===== src/rtl/mips_pkg.sv =====
// Shared definitions for the Mini-MIPS multi-cycle controller.
// Contents: opcode constants, sequencer state encoding, and opcode
// classification helpers (branch / immediate-operand / legal).
package mips_pkg;

   localparam logic [5:0] OP_RTYPE = 6'd0;
   localparam logic [5:0] OP_J     = 6'd2;
   localparam logic [5:0] OP_ADDI  = 6'd8;
   localparam logic [5:0] OP_ADDIU = 6'd9;
   localparam logic [5:0] OP_SLTI  = 6'd10;
   localparam logic [5:0] OP_ANDI  = 6'd12;
   localparam logic [5:0] OP_ORI   = 6'd13;
   localparam logic [5:0] OP_XORI  = 6'd14;
   localparam logic [5:0] OP_LUI   = 6'd15;
   localparam logic [5:0] OP_LW    = 6'd35;
   localparam logic [5:0] OP_LBU   = 6'd36;
   localparam logic [5:0] OP_BEQ   = 6'd41;
   localparam logic [5:0] OP_SW    = 6'd43;
   localparam logic [5:0] OP_BR_LO = 6'd48;
   localparam logic [5:0] OP_BR_HI = 6'd54;
   localparam logic [5:0] OP_HALT  = 6'd63;

   typedef enum logic [2:0] {
      IDLE   = 3'd0,
      FETCH  = 3'd1,
      DECODE = 3'd2,
      EXEC   = 3'd3,
      MEM    = 3'd4,
      WB     = 3'd5,
      HALT   = 3'd6,
      ERR    = 3'd7
   } state_t;

   function automatic logic is_branch(input logic [5:0] op);
      return (op == OP_BEQ) || ((op >= OP_BR_LO) && (op <= OP_BR_HI));
   endfunction

   // Opcodes whose second ALU operand is the sign-extended immediate.
   function automatic logic is_imm(input logic [5:0] op);
      case (op)
         OP_ADDI, OP_ADDIU, OP_SLTI, OP_ANDI, OP_ORI, OP_XORI, OP_LUI,
         OP_LW, OP_LBU, OP_SW: return 1'b1;
         default:              return 1'b0;
      endcase
   endfunction

   function automatic logic is_legal(input logic [5:0] op);
      return (op == OP_RTYPE) || (op == OP_J) || (op == OP_HALT) ||
             is_imm(op) || is_branch(op);
   endfunction

endpackage


===== src/rtl/mips_ctrl_timeout.sv =====
// Memory-wait watchdog shared by the FETCH and MEM states.
// Ports:
//   clk, rst  : clock, async active-high reset
//   clr       : zero the counter (outside a wait, or on ack)
//   en        : count one waited cycle
//   expired   : current cycle is the LIMIT-th without ack
module mips_ctrl_timeout #(
   parameter int LIMIT = 15
) (
   input  logic clk,
   input  logic rst,
   input  logic clr,
   input  logic en,
   output logic expired
);

   localparam int CW = $clog2(LIMIT + 1);

   logic [CW-1:0] cnt;

   // Counter holds the number of cycles already spent waiting before the
   // current one; it saturates once expired so it never wraps.
   always_ff @(posedge clk or posedge rst) begin
      if (rst)                  cnt <= '0;
      else if (clr)             cnt <= '0;
      else if (en && !expired)  cnt <= cnt + CW'(1);
   end

   assign expired = (cnt >= CW'(LIMIT - 1));

endmodule


===== src/rtl/mips_multicycle_ctrl.sv =====
// Multi-cycle sequencer for the Mini-MIPS core. Owns pc and ir, steps each
// instruction through FETCH/DECODE/EXEC/MEM/WB, drives ALU selects,
// register-file write controls and the instruction/data memory handshakes.
// Optional macro CTRL_PERF_CNT_EN adds the instr_retired counter output.
// Ports:
//   clk, rst                  : clock, async active-high reset
//   start                     : pulse, leaves IDLE/HALT into FETCH
//   imem_req/ack/rdata/addr   : instruction fetch handshake (addr = pc)
//   dmem_req/we/ack           : data access handshake (we=1 store)
//   alu_zero                  : branch condition from datapath
//   alu_op_code/func/src_imm  : ALU selects, valid in EXEC
//   ir, pc                    : instruction register, program counter
//   reg_we/reg_dst_rd/wb_sel_mem : write-back controls, valid in WB
//   busy, halted, err         : status
//   instr_retired             : (CTRL_PERF_CNT_EN only) retired count
module mips_multicycle_ctrl
   import mips_pkg::*;
#(
   parameter int          PC_W        = 10,
   parameter int unsigned RESET_PC    = 0,
   parameter int          MEM_TIMEOUT = 15
) (
   input  logic            clk,
   input  logic            rst,
   input  logic            start,
   output logic            imem_req,
   input  logic            imem_ack,
   input  logic [31:0]     imem_rdata,
   output logic [PC_W-1:0] imem_addr,
   output logic            dmem_req,
   output logic            dmem_we,
   input  logic            dmem_ack,
   input  logic            alu_zero,
   output logic [5:0]      alu_op_code,
   output logic [5:0]      alu_func,
   output logic            alu_src_imm,
   output logic [31:0]     ir,
   output logic [PC_W-1:0] pc,
   output logic            reg_we,
   output logic            reg_dst_rd,
   output logic            wb_sel_mem,
   output logic            busy,
   output logic            halted,
   output logic            err
`ifdef CTRL_PERF_CNT_EN
   ,
   output logic [31:0]     instr_retired
`endif
);

   state_t          state, state_n;
   logic [PC_W-1:0] pc_n;
   logic [31:0]     ir_n;
   logic [5:0]      op;
   logic [PC_W-1:0] br_off;
   logic            waiting, wait_ack, to_expired;
   logic            retire;

   assign op     = ir[31:26];
   // Signed cast sign-extends (or truncates) the 16-bit offset to PC_W.
   assign br_off = PC_W'($signed(ir[15:0]));

   // Timeout window restarts on every entry to FETCH/MEM: the counter is
   // held clear outside those states and cleared again on the ack cycle,
   // which covers the direct MEM(store) -> FETCH path.
   assign waiting  = (state == FETCH) || (state == MEM);
   assign wait_ack = ((state == FETCH) && imem_ack) || ((state == MEM) && dmem_ack);

   mips_ctrl_timeout #(.LIMIT(MEM_TIMEOUT)) u_timeout (
      .clk     (clk),
      .rst     (rst),
      .clr     (!waiting || wait_ack),
      .en      (waiting),
      .expired (to_expired)
   );

   always_ff @(posedge clk or posedge rst) begin
      if (rst) begin
         state <= IDLE;
         pc    <= PC_W'(RESET_PC);
         ir    <= '0;
      end else begin
         state <= state_n;
         pc    <= pc_n;
         ir    <= ir_n;
      end
   end

   always_comb begin
      state_n = state;
      pc_n    = pc;
      ir_n    = ir;
      retire  = 1'b0;
      case (state)
         IDLE: if (start) state_n = FETCH;
         FETCH: begin
            if (imem_ack) begin
               ir_n    = imem_rdata;
               pc_n    = pc + PC_W'(1);
               state_n = DECODE;
            end else if (to_expired) begin
               state_n = ERR;
            end
         end
         DECODE: begin
            if (op == OP_HALT) begin
               state_n = HALT;
               retire  = 1'b1;
            end else if (op == OP_J) begin
               pc_n    = ir[PC_W-1:0];
               state_n = FETCH;
               retire  = 1'b1;
            end else if (!is_legal(op)) begin
               state_n = ERR;
            end else begin
               state_n = EXEC;
            end
         end
         EXEC: begin
            if (is_branch(op)) begin
               if (alu_zero) pc_n = pc + br_off;
               state_n = FETCH;
               retire  = 1'b1;
            end else if ((op == OP_LW) || (op == OP_SW)) begin
               state_n = MEM;
            end else begin
               state_n = WB;
            end
         end
         MEM: begin
            if (dmem_ack) begin
               if (op == OP_SW) begin
                  state_n = FETCH;
                  retire  = 1'b1;
               end else begin
                  state_n = WB;
               end
            end else if (to_expired) begin
               state_n = ERR;
            end
         end
         WB: begin
            state_n = FETCH;
            retire  = 1'b1;
         end
         HALT: if (start) state_n = FETCH;
         ERR:  state_n = ERR;
         default: state_n = IDLE;
      endcase
   end

   assign imem_req    = (state == FETCH);
   assign imem_addr   = pc;
   assign dmem_req    = (state == MEM);
   assign dmem_we     = (state == MEM) && (op == OP_SW);
   assign alu_op_code = op;
   assign alu_func    = ir[5:0];
   assign alu_src_imm = (state == EXEC) && is_imm(op);
   assign reg_we      = (state == WB);
   assign reg_dst_rd  = (state == WB) && (op == OP_RTYPE);
   assign wb_sel_mem  = (state == WB) && (op == OP_LW);
   assign busy        = !((state == IDLE) || (state == HALT) || (state == ERR));
   assign halted      = (state == HALT);
   assign err         = (state == ERR);

`ifdef CTRL_PERF_CNT_EN
   always_ff @(posedge clk or posedge rst) begin
      if (rst)         instr_retired <= '0;
      else if (retire) instr_retired <= instr_retired + 32'd1;
   end
`else
   // Retire strobe only feeds the optional counter.
   logic unused_retire;
   assign unused_retire = retire;
`endif

endmodule


===== config.mk =====
export PLATFORM = sky130hd
export DESIGN_NAME = mips_multicycle_ctrl
export DESIGN_NICKNAME = d
export VERILOG_FILES = /design/src/rtl/mips_pkg.sv /design/src/rtl/mips_ctrl_timeout.sv /design/src/rtl/mips_multicycle_ctrl.sv
export SDC_FILE = /design/constraint.sdc
export NUM_CORES = 1
export LEC_CHECK = 0
export ABC_CLOCK_PERIOD_IN_PS = 3060
export CORE_AREA = 5 5 92 94
export DETAILED_ROUTE_END_ITERATION = 6
export DIE_AREA = 0 0 97 99
export PLACE_DENSITY_LB_ADDON = 0.25
export SLEW_MARGIN = 0
export SYNTH_ARGS = -nofsm -noshare
export SYNTH_HDL_FRONTEND = slang
export SYNTH_SLANG_ARGS = --single-unit

===== constraint.sdc =====
create_clock -name clk -period 3.06 [get_ports clk]
set_clock_uncertainty 0.15 [all_clocks]
set_input_delay 0.459 -clock clk [delete_from_list [all_inputs] [get_ports clk]]
set_output_delay 0.459 -clock clk [all_outputs]
set_load 0.02 [all_outputs]

# [After elaboration in Yosys (flattened, before gate mapping)]
# Cells that the tools add are included.
[totals] mem_count=0 romBits=0 inputBits=38 reg_bits=49 word_cells=89 latchBits=0 ramBits=0 out_inout_bits=74
[op_classes] n_addsub=3 n_div=0 magnitude_cmp=3 reduce_logical=30 n_eq_ne=26 mul=0 muxes=23 bitwise=0 n_shift=0
[ops] op="10-bit two-way mux" count=5
[ops] op="6-bit by 4-bit == test with 1-bit output (second input constant)" count=7
[ops] op="6-bit == test (second input constant)" count=5
[ops] op="10-bit case mux with 3 select lines" count=1
[ops] op="3-bit two-way mux" count=9
[ops] op="3-bit case mux with 7 select lines" count=1
[ops] op="3-bit == test (second input constant)" count=4
[ops] op="1-bit logical OR" count=11
[ops] op="10-bit by 1-bit adder with 10-bit output (second input constant)" count=1
[ops] op="10-bit adder" count=1
[ops] op="10-bit OR reduction" count=1
[ops] op="1-bit logical AND" count=8
[ops] op="4-bit two-way mux" count=2
[ops] op="2-bit inequality test (second input constant)" count=4
[ops] op="3-bit by 2-bit == test with 1-bit output (second input constant)" count=2
[ops] op="6-bit by 2-bit == test with 1-bit output (second input constant)" count=1
[ops] op="6-bit greater-or-equal comparator (second input constant)" count=1
[ops] op="6-bit <= comparator (second input constant)" count=1
[ops] op="6-bit zero test" count=1
[ops] op="6-bit AND reduction" count=1
[ops] op="1-bit two-way mux" count=5
[ops] op="4-bit by 1-bit adder with 4-bit output (second input constant)" count=1
[ops] op="4-bit greater-or-equal comparator (second input constant)" count=1
[ops] op="2-bit by 1-bit inequality test with 1-bit output (second input constant)" count=2
[ops] op="7 further kinds" count=9

# [Longest topological paths before layout]
[depth] word_depth=12 mapped_depth=11 mapped_depth_nobuf=11

# [Cells and area by module]
# Synthesis repeated with hierarchy kept, for this count alone.
[unflattened] cells_unflattened=315 area_unflattened_um2=3114.2
[by_module_without_submodules] mod="mips_multicycle_ctrl" cells_each=295 n_inst=1 area_per_inst_um2=2892.8 seq_area_each_um2=1126.1
[by_module_without_submodules] mod="mips_ctrl_timeout" cells_each=20 n_inst=1 area_per_inst_um2=221.5 seq_area_each_um2=100.1

# [Least setup slack after synthesis]
# No wires, ideal clock.
[synth_timing] path_type="register to register" from="register state[1]" to="register pc[8] (netlist: imem_addr[8])" t_required_ns=2.828 slack_ns=0.236 setup_time_ns=0.082 path_stages_with_launch=12 arrival_ns=2.592 period_less_slack_ns=2.824 path_buffers=0 path_cell_list="dfrtp_1 nor2b_1 nand2_1 or2_2 ha_1 fa_1 a211oi_1 o21ai_0 a31oi_1 xnor2_1 nand2_1 a31oi_1"
[synth_via] elab_chain_cells=3 elab_cells_between_ends=11 cone_classes="eq/ne (8); mux (1); reduce/logical (2)"
[synth_rtl] element="start, declared" line_no="mips_multicycle_ctrl.sv:51" text="state_t state, state_n;"
[synth_rtl] element="start signal, assigned" line_no="mips_multicycle_ctrl.sv:83" text="state <= state_n;"
[synth_rtl] element="3-bit by 2-bit == test with 1-bit output / 3-bit by 1-bit == test with 1-bit output (equally long branches)" line_no="mips_multicycle_ctrl.sv:94" text="case (state)"
[synth_rtl] element="2-bit inequality test (no source line) (tied with other cells)"
[synth_rtl] element="6-bit AND reduction (no source line)"
[synth_rtl] element="end signal, assigned" line_no="mips_multicycle_ctrl.sv:80" text="pc <= PC_W'(RESET_PC);"
[synth_rtl] element="end signal, assigned" line_no="mips_multicycle_ctrl.sv:84" text="pc <= pc_n;"
[synth_rtl] element="end, declared" line_no="mips_multicycle_ctrl.sv:38" text="output logic [PC_W-1:0] pc,"
# Parallel ways exist; a longest one is shown, timed or not.
# A chain may end at the register's enable or synchronous reset.

# [Worst setup path after layout]
[layout_timing] from="register ir[28]" to="output port reg_dst_rd"
[layout_via] elab_chain_cells=2
[layout_rtl] element="start, declared" line_no="mips_multicycle_ctrl.sv:37" text="output logic [31:0] ir,"
[layout_rtl] element="start signal, assigned" line_no="mips_multicycle_ctrl.sv:85" text="ir <= ir_n;"
[layout_rtl] element="6-bit zero test" line_no="mips_multicycle_ctrl.sv:160" text="assign reg_dst_rd = (state == WB) && (op == OP_RTYPE);"
[layout_rtl] element="1-bit logical AND" line_no="mips_multicycle_ctrl.sv:160"
[layout_rtl] element="end, declared" line_no="mips_multicycle_ctrl.sv:40" text="output logic reg_dst_rd,"
# No other way between the ends.

==> results.py <==
metrics = {
    "power_and_ir_drop": {
        "power.static_leakage_nw": 1.73,
        "power.ir.vdd_worst_mv": 0.574,
        "pwr_density_cell_nw_per_um2": 1190,
    },
    "setup_path": {
        "cp_data_required_time_ps": 2450,
        "cp_launch_type": "flop",
        "r2r_cells": 11,
        "crit-reg2reg-launch": "state[2]",
        "crit_fanout": 10,
        "r2r_end": "imem_addr[8]",
        "worstSetupStartpoint": "ir[28]",
        "timing.setup.critical_path_class": "reg -> out",
        "timing.critical_path.to_type": "primary output",
        "critical_path_arrival_ps": 2260,
        "r2r_setup_slack_ps": 290,
    },
    "sta": {
        "finalHoldViolCount": 0,
        "final_max_slew_viol_count": 0,
        "slew_headroom": 0.626,
        "tightestPinTransition_ps": 558,
        "setup_total_negative_slack_ps": 0,
        "unrepaired_setup_endpoints_after_global_routing": "no",
        "fin_crit_sh": 0.939,
        "timing.fmax_mhz": 348,
        "shortest_clock_period_the_worst_path_allows_after_layout_ps": 2870,
        "setup_viol_count_final": 0,
    },
    "floorplanning": {
        "chipWidth_um": 97,
        "io_pins": 112,
        "initial_core_util": 0.391,
        "die-area_um2": 9600,
        "floorplan.core_area_um2": 7570,
        "placementRows": 32,
        "fp.dieH_um": 99,
    },
    "final_layout": {
        "layout.filler_cells": 665,
        "design.final.nets": 440,
        "area.growth.synth_to_final_pct": 40.1,
        "antennaDiodeCount": 0,
        "sequential_cell_area_um2": 1230,
        "post_route_cells_drive_above_1_share": 0.146,
        "stdcell_count": 493,
        "multi_input_area_um2": 1470,
    },
    "grt": {
        "grt_busiest_layer": "met2",
        "grt_pass1_vias": 2472,
        "grt_use_met2": 0.256,
        "initial_antenna_violation_count": 0,
        "grt_pass1_wl_mm": 12.5,
        "grt_max_degree": 50,
        "met3_usage": 0.0446,
        "grt_overflow": 0,
        "grt.total_usage": 0.159,
        "met1_usage": 0.205,
    },
    "route": {
        "firstDrtPassIters": 5,
        "antenna_violating_nets_left": 0,
        "wire_per_inst_um": 15.4,
        "wl_mm": 7.57,
        "vias_per_instance": 5.12,
        "drt_drc_violations_left": 0,
        "drtIter0Drc": 66,
        "num_vias": 2526,
    },
    "cts": {
        "clkTransAtPathRegs_ps": 90,
        "cts-root-to-sink-buffers": 2,
        "h_tree_levels": 2,
        "clock_sinks": 49,
        "clock_latency_reported_for_the_late_side_of_the_worst_skew_pair_ps": 300,
        "post_cts_hold_buffer_count": 0,
        "cts.repair_timing.setup_buffer_count": 0,
        "tritoncts": "built",
        "cts_made_buffers": 5,
        "clk_root_buffer_cell": "sky130_fd_sc_hd__clkbuf_8",
    },
    "logic_synthesis": {
        "seq_area_frac_synth": 0.415,
        "yosys.area.top_type": "sky130_fd_sc_hd__dfrtp_1",
        "netlist-cell-type-count": 42,
        "synth_top_cell_area_share": 0.415,
        "synth_async_reset_ratio": 1.00,
        "synth.ff_latch_count": 49,
        "synthesis.area_um2": 2960,
        "synthesis.instances": 299,
        "synthesis.nets": 349,
        "postSynth.topFlopCell": "sky130_fd_sc_hd__dfrtp_1",
        "synth_top_cells_by_area": "sky130_fd_sc_hd__dfrtp_1 41%, sky130_fd_sc_hd__mux2_2 13%, sky130_fd_sc_hd__buf_4 5.8%",
        "synth.avg_cell_area_um2": 9.89,
        "synth-edff-count": 0,
        "ys_warn_count": 0,
    },
    "place": {
        "hpwl_after_dpl_mm": 5.72,
        "placed_cells": 485,
        "portBuffers": 111,
        "routabilityCongestion": 0.847,
    },
    "worst_hold_path": {
        "worstHoldPathType": "in -> async",
    },
    "run": {
        "maxCapViolCount": 0,
    },
    "status": {
        "result_of_the_run": "finished clean",
    },
}
layer usage:
metal / vias up / share of wire
li1: 1225 / -
met1: 1215 / 0.43
met2: 80 / 0.49
met3: 6 / 0.067
met4: 0 / 0.010
met5: - / 0
cells in the final DEF, fill, tap and decap left out, drive strengths merged, types with 4 or more instances in the layout:
master / instances
a211oi: 4
a21o: 5
a21oi: 18
a31oi: 6
and3: 10
buf: 8
clkbuf: 6
clkdlybuf4s50: 111
dfrtp: 49
ha: 11
inv: 12
mux2: 33
nand2: 20
nand2b: 5
nand3: 5
nor2: 25
nor3: 10
o211ai: 4
o21ai: 10
o22ai: 4
xnor2: 6
synth_stat cells, types with 2 or more instances:
cell type                   count
sky130_fd_sc_hd__clkbuf_1       5
sky130_fd_sc_hd__o21bai_1       3
sky130_fd_sc_hd__a21oi_1       18
sky130_fd_sc_hd__nor3_1        10
sky130_fd_sc_hd__dfrtp_1       49
sky130_fd_sc_hd__mux2_2        33
sky130_fd_sc_hd__a21o_1         5
sky130_fd_sc_hd__nand2_1       20
sky130_fd_sc_hd__ha_1          11
sky130_fd_sc_hd__nand2b_1       5
sky130_fd_sc_hd__and3_1        10
sky130_fd_sc_hd__o21ai_0       10
sky130_fd_sc_hd__buf_4         23
sky130_fd_sc_hd__buf_2          7
sky130_fd_sc_hd__nor4_1         2
sky130_fd_sc_hd__nand3_1        5
sky130_fd_sc_hd__nor2b_1        2
sky130_fd_sc_hd__inv_1         12
sky130_fd_sc_hd__or2_2          2
sky130_fd_sc_hd__nand4bb_1      2
sky130_fd_sc_hd__xnor2_1        6
sky130_fd_sc_hd__a211oi_1       4
sky130_fd_sc_hd__a31oi_1        6
sky130_fd_sc_hd__nor2_1        25
sky130_fd_sc_hd__o22ai_1        4
sky130_fd_sc_hd__o211ai_1       4
through the flow:
step / hold slack, ps / utilization / power (mW) / setup WS [ps] / cell area (um2)
finish: 361 / 0.548 / 4.93 / 187 / 4140
global route: 379 / 0.548 / 5.32 / 28.0 / 4140
CTS: 366 / 0.547 / 4.97 / 165 / 4140
detailed placement: 344 / 0.534 / 4.55 / 196 / 4040
global placement: 339 / 0.534 / 4.49 / 229 / 4040
floorplan: 334 / - / 3.40 / 236 / 2960
power by group:
part | internal, mW | switching [mW] | leakage (nW)
Sequential | 0.958 | 0.359 | 0.584
Combinational | 1.59 | 1.62 | 1.10
Clock | 0.184 | 0.220 | 0.0512
Total | 2.73 | 2.19 | 1.73
worst max path at each step:
stage	endpoint	slack (ps)	cells past startpoint
2_1_floorplan	imem_addr[8]	240	11
3_3_place_gp	imem_addr[8]	230	11
3_5_place_dp	imem_addr[8]	200	11
4_1_cts	reg_dst_rd	160	5
5_1_grt	imem_addr[8]	30	11
6_report	reg_dst_rd	190	5
worst max-delay path, cell delays in order, from the launching register on:
cell	delay, ps
sky130_fd_sc_hd__dfrtp_1	490
sky130_fd_sc_hd__or2_4	310
sky130_fd_sc_hd__nor4_4	180
sky130_fd_sc_hd__inv_1	100
sky130_fd_sc_hd__nor3_1	240
sky130_fd_sc_hd__clkdlybuf4s50_1	650
registers in the layout, summed over array words and instances, names as in the netlist:
register,cells
state,3
ir,32
imem_addr,10
u_timeout.cnt,4
cell families after synthesis:
group | count (synthesis) | share of synthesized area
multiplexers | 35 | 0.137
AO/OA/AOI/OAI | 61 | 0.129
adder cells (fa/ha/maj) | 12 | 0.0533
buffers and inverters | 47 | 0.0918
flip-flops | 49 | 0.415
XOR/XNOR | 6 | 0.0178
AND/OR/NAND/NOR | 89 | 0.157
layout make-up:
class / instances / share of cell area
Tap cell: 102 / 0.0308
Clock inverter: 2 / 0.00332
Multi-Input combinational cell: 203 / 0.354
Sequential cell: 49 / 0.296
Timing Repair Buffer: 119 / 0.286
Clock buffer: 6 / 0.0199
Inverter: 12 / 0.0109
repair_timing:
action | in CTS | in global routing
setup endpoints to repair | 0 | 2
resized for setup | 0 | 1
hold endpoints to repair | 0 | 0
No activity file was read; power rests on OpenSTA's default activity.
